--- config.mk ---
export PLATFORM = sky130hd
export DESIGN_NAME = str_check_ctrl
export DESIGN_NICKNAME = d
export VERILOG_FILES = /design/src/rtl/str_check_ctrl.sv
export SDC_FILE = /design/constraint.sdc
export NUM_CORES = 1
export LEC_CHECK = 0
export ABC_AREA = 0
export BUFFER_PORTS_ARGS = -buffer_cell sky130_fd_sc_hd__clkbuf_2
export CORE_UTILIZATION = 30
export CTS_BUF_LIST = sky130_fd_sc_hd__clkbuf_8
export CTS_CLUSTER_SIZE = 24
export DETAILED_ROUTE_END_ITERATION = 10
export GPL_ROUTABILITY_DRIVEN = 0
export GPL_TIMING_DRIVEN = 0
export SKIP_CTS_REPAIR_TIMING = 1
export SYNTH_ARGS = -nofsm -noshare
export SYNTH_HDL_FRONTEND = slang
export SYNTH_SLANG_ARGS = --single-unit
export TNS_END_PERCENT = 50
--- constraint.sdc ---
create_clock -name clk -period 3.9 [get_ports clk]
set_clock_uncertainty 0.2 [all_clocks]
set_input_delay 0.585 -clock clk [delete_from_list [all_inputs] [get_ports clk]]
set_output_delay 0.585 -clock clk [all_outputs]
set_load 0.02 [all_outputs]
--- src/rtl/str_check_ctrl.sv ---
// str_check_ctrl: sequencer between the byte receiver and the string recognizer.
// Bytes are buffered in a small FIFO and strings are framed by 0x00 delimiters.
// Each fed byte is followed by a settle cycle, so the recognizer's registered
// state is valid before the next byte or the verdict is taken.
// Optional build macro STR_CHECK_CTRL_LEN_LIMIT_EN limits the payload length to MAX_LEN.
module str_check_ctrl #(
  parameter int DEPTH    = 8,
  parameter int TIMEOUT  = 1000,
  parameter int WAIT_MAX = 4,
  parameter int CNT_W    = 8,
  parameter int MAX_LEN  = 32
) (
  input  logic             clk,
  input  logic             rst,
  input  logic [7:0]       rx_data,
  input  logic             rx_valid,
  output logic             rx_ready,
  input  logic [3:0]       fsm_state,
  output logic [7:0]       char_out,
  output logic             char_valid,
  output logic             verify_error,
  output logic             res_valid,
  output logic             res_ok,
  output logic             res_timeout,
  input  logic             res_ready,
  output logic [CNT_W-1:0] cnt_ok,
  output logic [CNT_W-1:0] cnt_err,
  output logic             overflow,
  output logic             busy
);

  localparam int AW = $clog2(DEPTH);
  localparam int TW = $clog2(TIMEOUT + 1);
  localparam int WW = $clog2(WAIT_MAX + 1);

  typedef enum logic [2:0] {C_IDLE, C_SETTLE, C_FEED, C_WAIT, C_REPORT, C_DRAIN} state_t;

  state_t        state;
  logic [7:0]    mem [DEPTH];
  logic [AW:0]   wr_ptr;
  logic [AW:0]   rd_ptr;
  logic          full;
  logic          empty;
  logic          push;
  logic          pop;
  logic [7:0]    head;
  logic [TW-1:0] tmo_cnt;
  logic [WW-1:0] wait_cnt;
  logic          abort_reg;
  logic          drain_reg;
  logic          len_hit;
  logic          fin;
  logic          fin_ok;
  logic          fin_to;

  assign empty    = (wr_ptr == rd_ptr);
  assign full     = (wr_ptr[AW] != rd_ptr[AW]) && (wr_ptr[AW-1:0] == rd_ptr[AW-1:0]);
  // Held low during reset so every output reads 0 while rst is asserted.
  assign rx_ready = rst && !full;
  assign push     = rx_valid && !full;
  assign head     = mem[rd_ptr[AW-1:0]];
  assign busy     = (state != C_IDLE);

  // FIFO storage write port
  always_ff @(posedge clk) begin
    if (push) mem[wr_ptr[AW-1:0]] <= rx_data;
  end

  // FIFO pointers
  always_ff @(posedge clk or negedge rst) begin
    if (!rst) begin
      wr_ptr <= '0;
      rd_ptr <= '0;
    end else begin
      if (push) wr_ptr <= wr_ptr + 1'b1;
      if (pop)  rd_ptr <= rd_ptr + 1'b1;
    end
  end

`ifdef STR_CHECK_CTRL_LEN_LIMIT_EN
  localparam int LW = $clog2(MAX_LEN + 2);
  logic [LW-1:0] len_cnt;
  assign len_hit = (head != 8'h00) && (len_cnt == LW'(MAX_LEN));

  // Payload length counter, restarted at every opening delimiter
  always_ff @(posedge clk or negedge rst) begin
    if (!rst) begin
      len_cnt <= '0;
    end else if (state == C_IDLE) begin
      len_cnt <= '0;
    end else if (state == C_FEED && pop && head != 8'h00 && !len_hit) begin
      len_cnt <= len_cnt + 1'b1;
    end
  end
`else
  assign len_hit = 1'b0;
`endif

  // Pop whenever the controller is in a byte-consuming state and data is present
  always_comb begin
    pop = 1'b0;
    case (state)
      C_IDLE, C_FEED, C_DRAIN: pop = !empty;
      default:                 pop = 1'b0;
    endcase
  end

  // Verdict decision: a timeout-class failure always pulses verify_error
  always_comb begin
    fin    = 1'b0;
    fin_ok = 1'b0;
    fin_to = 1'b0;
    case (state)
      C_FEED: begin
        if (pop) begin
          if (abort_reg || len_hit) begin
            fin    = 1'b1;
            fin_to = 1'b1;
          end
        end else if (tmo_cnt == TW'(TIMEOUT - 1)) begin
          fin    = 1'b1;
          fin_to = 1'b1;
        end
      end
      C_WAIT: begin
        if (fsm_state == 4'd2) begin
          fin    = 1'b1;
          fin_ok = 1'b1;
        end else if (fsm_state == 4'd0) begin
          fin    = 1'b1;
        end else if (wait_cnt == WW'(WAIT_MAX - 1)) begin
          fin    = 1'b1;
          fin_to = 1'b1;
        end
      end
      default: ;
    endcase
  end

  // Controller FSM with registered strobes, result and counters
  always_ff @(posedge clk or negedge rst) begin
    if (!rst) begin
      state        <= C_IDLE;
      char_out     <= 8'h00;
      char_valid   <= 1'b0;
      verify_error <= 1'b0;
      res_valid    <= 1'b0;
      res_ok       <= 1'b0;
      res_timeout  <= 1'b0;
      cnt_ok       <= '0;
      cnt_err      <= '0;
      overflow     <= 1'b0;
      abort_reg    <= 1'b0;
      drain_reg    <= 1'b0;
      tmo_cnt      <= '0;
      wait_cnt     <= '0;
    end else begin
      char_valid   <= 1'b0;
      verify_error <= 1'b0;
      if (fin) begin
        res_valid    <= 1'b1;
        res_ok       <= fin_ok;
        res_timeout  <= fin_to;
        verify_error <= fin_to;
        if (fin_ok) cnt_ok  <= (&cnt_ok)  ? cnt_ok  : cnt_ok  + 1'b1;
        else        cnt_err <= (&cnt_err) ? cnt_err : cnt_err + 1'b1;
        // An abort mid-payload leaves the rest of that string to be drained
        drain_reg    <= (state == C_FEED) && pop && (head != 8'h00);
        if (state == C_FEED) abort_reg <= 1'b0;
        state        <= C_REPORT;
      end else begin
        case (state)
          C_IDLE: begin
            // Only an opening delimiter starts a string; the opening byte also gets a settle cycle
            if (pop && head == 8'h00) begin
              char_out   <= head;
              char_valid <= 1'b1;
              tmo_cnt    <= '0;
              state      <= C_SETTLE;
            end
          end
          C_SETTLE: state <= C_FEED;
          C_FEED: begin
            if (pop) begin
              tmo_cnt    <= '0;
              char_out   <= head;
              char_valid <= 1'b1;
              wait_cnt   <= '0;
              state      <= (head == 8'h00) ? C_WAIT : C_SETTLE;
            end else begin
              tmo_cnt <= tmo_cnt + 1'b1;
            end
          end
          C_WAIT: wait_cnt <= wait_cnt + 1'b1;
          C_REPORT: begin
            if (res_ready) begin
              res_valid   <= 1'b0;
              res_ok      <= 1'b0;
              res_timeout <= 1'b0;
              state       <= drain_reg ? C_DRAIN : C_IDLE;
            end
          end
          C_DRAIN: begin
            if (pop && head == 8'h00) begin
              drain_reg <= 1'b0;
              state     <= C_IDLE;
            end
          end
          default: state <= C_IDLE;
        endcase
      end
      // A dropped byte poisons whichever string is fed next
      if (rx_valid && full) begin
        overflow  <= 1'b1;
        abort_reg <= 1'b1;
      end
    end
  end

endmodule

==> impl_results.md <==
- Synth Register Bits: 120
- H-tree depth: 4
- Critical Path RT: 4020 ps
- Vias in the first global route: ~3200
- XOR/XNOR Fraction of Synth Area: around 4.0%
- Synthesized Nets: ~380
- Register area share after synthesis: 63.4%
- Largest register FFs: 64
- Post-Syn Area: between 5000 and 6000 µm²
- Reg clk slew, reported paths: 70 ps
- Largest net degree at the start of global routing: 58
- Mux share of post-synthesis cell area: 12.5%
- Clk buf depth: 2
- CP arrival: 3670 ps
- PwrDens: 743 nW/µm²
- Synth Area in Simple Gates: 11.2%
- Worst hold slack: 52.9 ps
- Wire length per cell: 16.2 µm
- Share of post-route cells with drive strength above 1: 27.7%
- HPWL Detailed: 7.23 mm
- Post-Synth Adder-Cell Area: 1.67%
- Drt drc: 0
- Number of buffers created by CTS: 17
- Compound-Gate Fraction of Synth Area: 5.20%
- Layout Cell Area excl Fill: 6170 µm²
- Most used DFF post-synth: edfxtp_1
- CTS root buf: clkbuf_8
- Cell Rows: 47
- Levels on crit path: 9
- Die width: around 130 µm
- Vias: 3168
- Bufs and invs on worst path: 3
- Total core area: 16800 µm²
- Worst Hold Class: in2async
- Yosys top cell area share: 36.6%
- Total gr overflow: 0
- CP max FO: 10
- Nets: around 450
- CP max stage delay: 530 ps
- DRT Pass-1 Iters: 4
- # setup viols final: 0
- Detailed Route Iter0 Violations: between 150 and 200
- Starting density of the core: 31.2%
- Main area contributors after synthesis: edfxtp_1 (37%), dfrtp_1 (27%), mux4_2 (4.7%)
- Critical-path cell list: buf_2 -> clkbuf_1 -> mux4_2 -> mux2_4 -> nor4_4 -> and2_2 -> o2111a_1 -> buf_4 -> mux2_1
- Reg2Reg Depth: 9
- Hold Violations, Final: 0
- Max-cap violations: 0
- First-pass GRT wire length: 17.1 mm
- Setup TNS: 0 ps
- N_diodes: 0
- Placed cell count: 625
- Synth warn: 0
- RSZ-0062 raised after global routing: false
- Fin. max-slew vios: 0
- Cell family with most CP delay: multiplexers
- Largest family of logic cells by synthesized area: multiplexers
- Die area: between 15000 and 20000 µm²
- Die height: 134 µm
- Vias per inst: 4.82
- Synth async-reset ratio: a little under half
- Slew headroom: 30.6%
- # IOs: 48
- Port Buffers: 47
- Final Cycle Share: 91.2%
- CP Launch Type: register
- Clk sinks: 120
- Worst-Margin Slew: ~1000 ps
- EDFF count, synth: 64
- CTS tree: done
- Initial antenna violation count: 0
- DP Area: between 5000 and 6000 µm²
- Final min period: 3560 ps
- Synthesized instance count: between 300 and 400
- Final ANT Viol Nets: 0
- Post-synth top area cell: edfxtp_1
- All-Layer GR Usage: 12.6%
- Worst-Skew Late Latency: around 430 ps
- Peak VDD IR: roughly 0.00030 V
- Netlist cell types: 55
- Routed WL: 10.6 mm
- Non-Filler Instances: about 660
- CP max-delay cell: clkbuf_1
- Area grow syn2layout: 17.6%
- Critical path class: reg2reg
- P_leak: 0.00242 µW
- Fmax: 281 MHz
- Outcome: finished, final reports clean
- CP Capture Type: register
- Mean Syn Cell Area: 14.7 µm²
==> cells in the final DEF (no fill, tap or decap), types with 8 or more instances in the layout <==
cell type and n:
xor2_1 8, clkbuf_2 47, dfrtp_1 56, nand2_1 29, clkbuf_1 8, xnor2_1 16, nand3_1 13, nand4_1 10
edfxtp_1 64, mux2_2 18, nor2_1 15, clkbuf_8 17, mux4_2 11, inv_1 10
==> through the flow <==
stage                     setup slack (ps)  total power, µW  util [%]
after floorplan                        925             3010         -
after global placement                 326             3440      34.2
after detailed placement               287             3500      34.3
after CTS                              290             4640      36.7
after global routing                   125             4860      36.7
final                                  345             4590      36.7
==> power by group <==
part	total, µW	switching, µW	internal [µW]
Sequential	1810	173	1630
Combinational	1660	955	700
Clock	1130	503	622
==> cells by family (layout without fill, tap and decap cells) <==
family	after synthesis	count (layout)
simple gates	106	106
buf+inv	21	102
compound gates	38	38
mux	40	40
flops	120	120
fa+ha+maj	7	7
xor+xnor	24	24
==> routing by layer <==
layer	vias up	track usage [%]	part of all wire (%)
met1	1578	15.9	45
met2	77	19.9	49
li1	1502	-	-
met3	11	4.31	4.5
met4	0	4.68	1.2
met5	-	0	0
==> final cells by class <==
cell class                 instances  area (µm²)
fill                            1651       10700
tap                              220         275
sequential                       120        3320
buffer                            14        83.8
clock buffer                      17         234
multi-input combinational        215        1810
timing repair buffer              49         253
clock inverter                    15         161
inverter                           7        26.3
==> cells in the mapped netlist (all sizes together), types with 4 or more instances <==
cell type,number
a21oi,7
a22o,4
and2,4
and3,5
buf,5
clkbuf,9
dfrtp,56
edfxtp,64
ha,7
inv,7
mux2,23
mux4,16
nand2,29
nand2b,4
nand3,13
nand4,10
nor2,15
nor3,7
o21ai,5
xnor2,16
xor2,8
==> final timing paths <==
| kind | slack [ps] | to | start |
|---|---|---|---|
| worst max-delay path | 340 | char_out[5] | rd_ptr[2] |
| worst min-delay path | 50 | tmo_cnt[7] | rst |
| worst max register to register | 340 | char_out[5] | rd_ptr[2] |
| worst min register to register | 280 | wr_ptr[3] | wr_ptr[3] |
| max in group asynchronous | 2910 | tmo_cnt[1] | rst |
| min in group clk | 190 | abort_reg | rx_valid |
==> worst register-to-register path, cell delays in order (launching register included) <==
cell      delay (ps)
dfrtp_1          320
buf_2            280
clkbuf_1         540
mux4_2           410
mux2_4           320
nor4_4           260
and2_2           250
o2111a_1         310
buf_4            220
mux2_1           330
(Power assumes the default switching activity.)
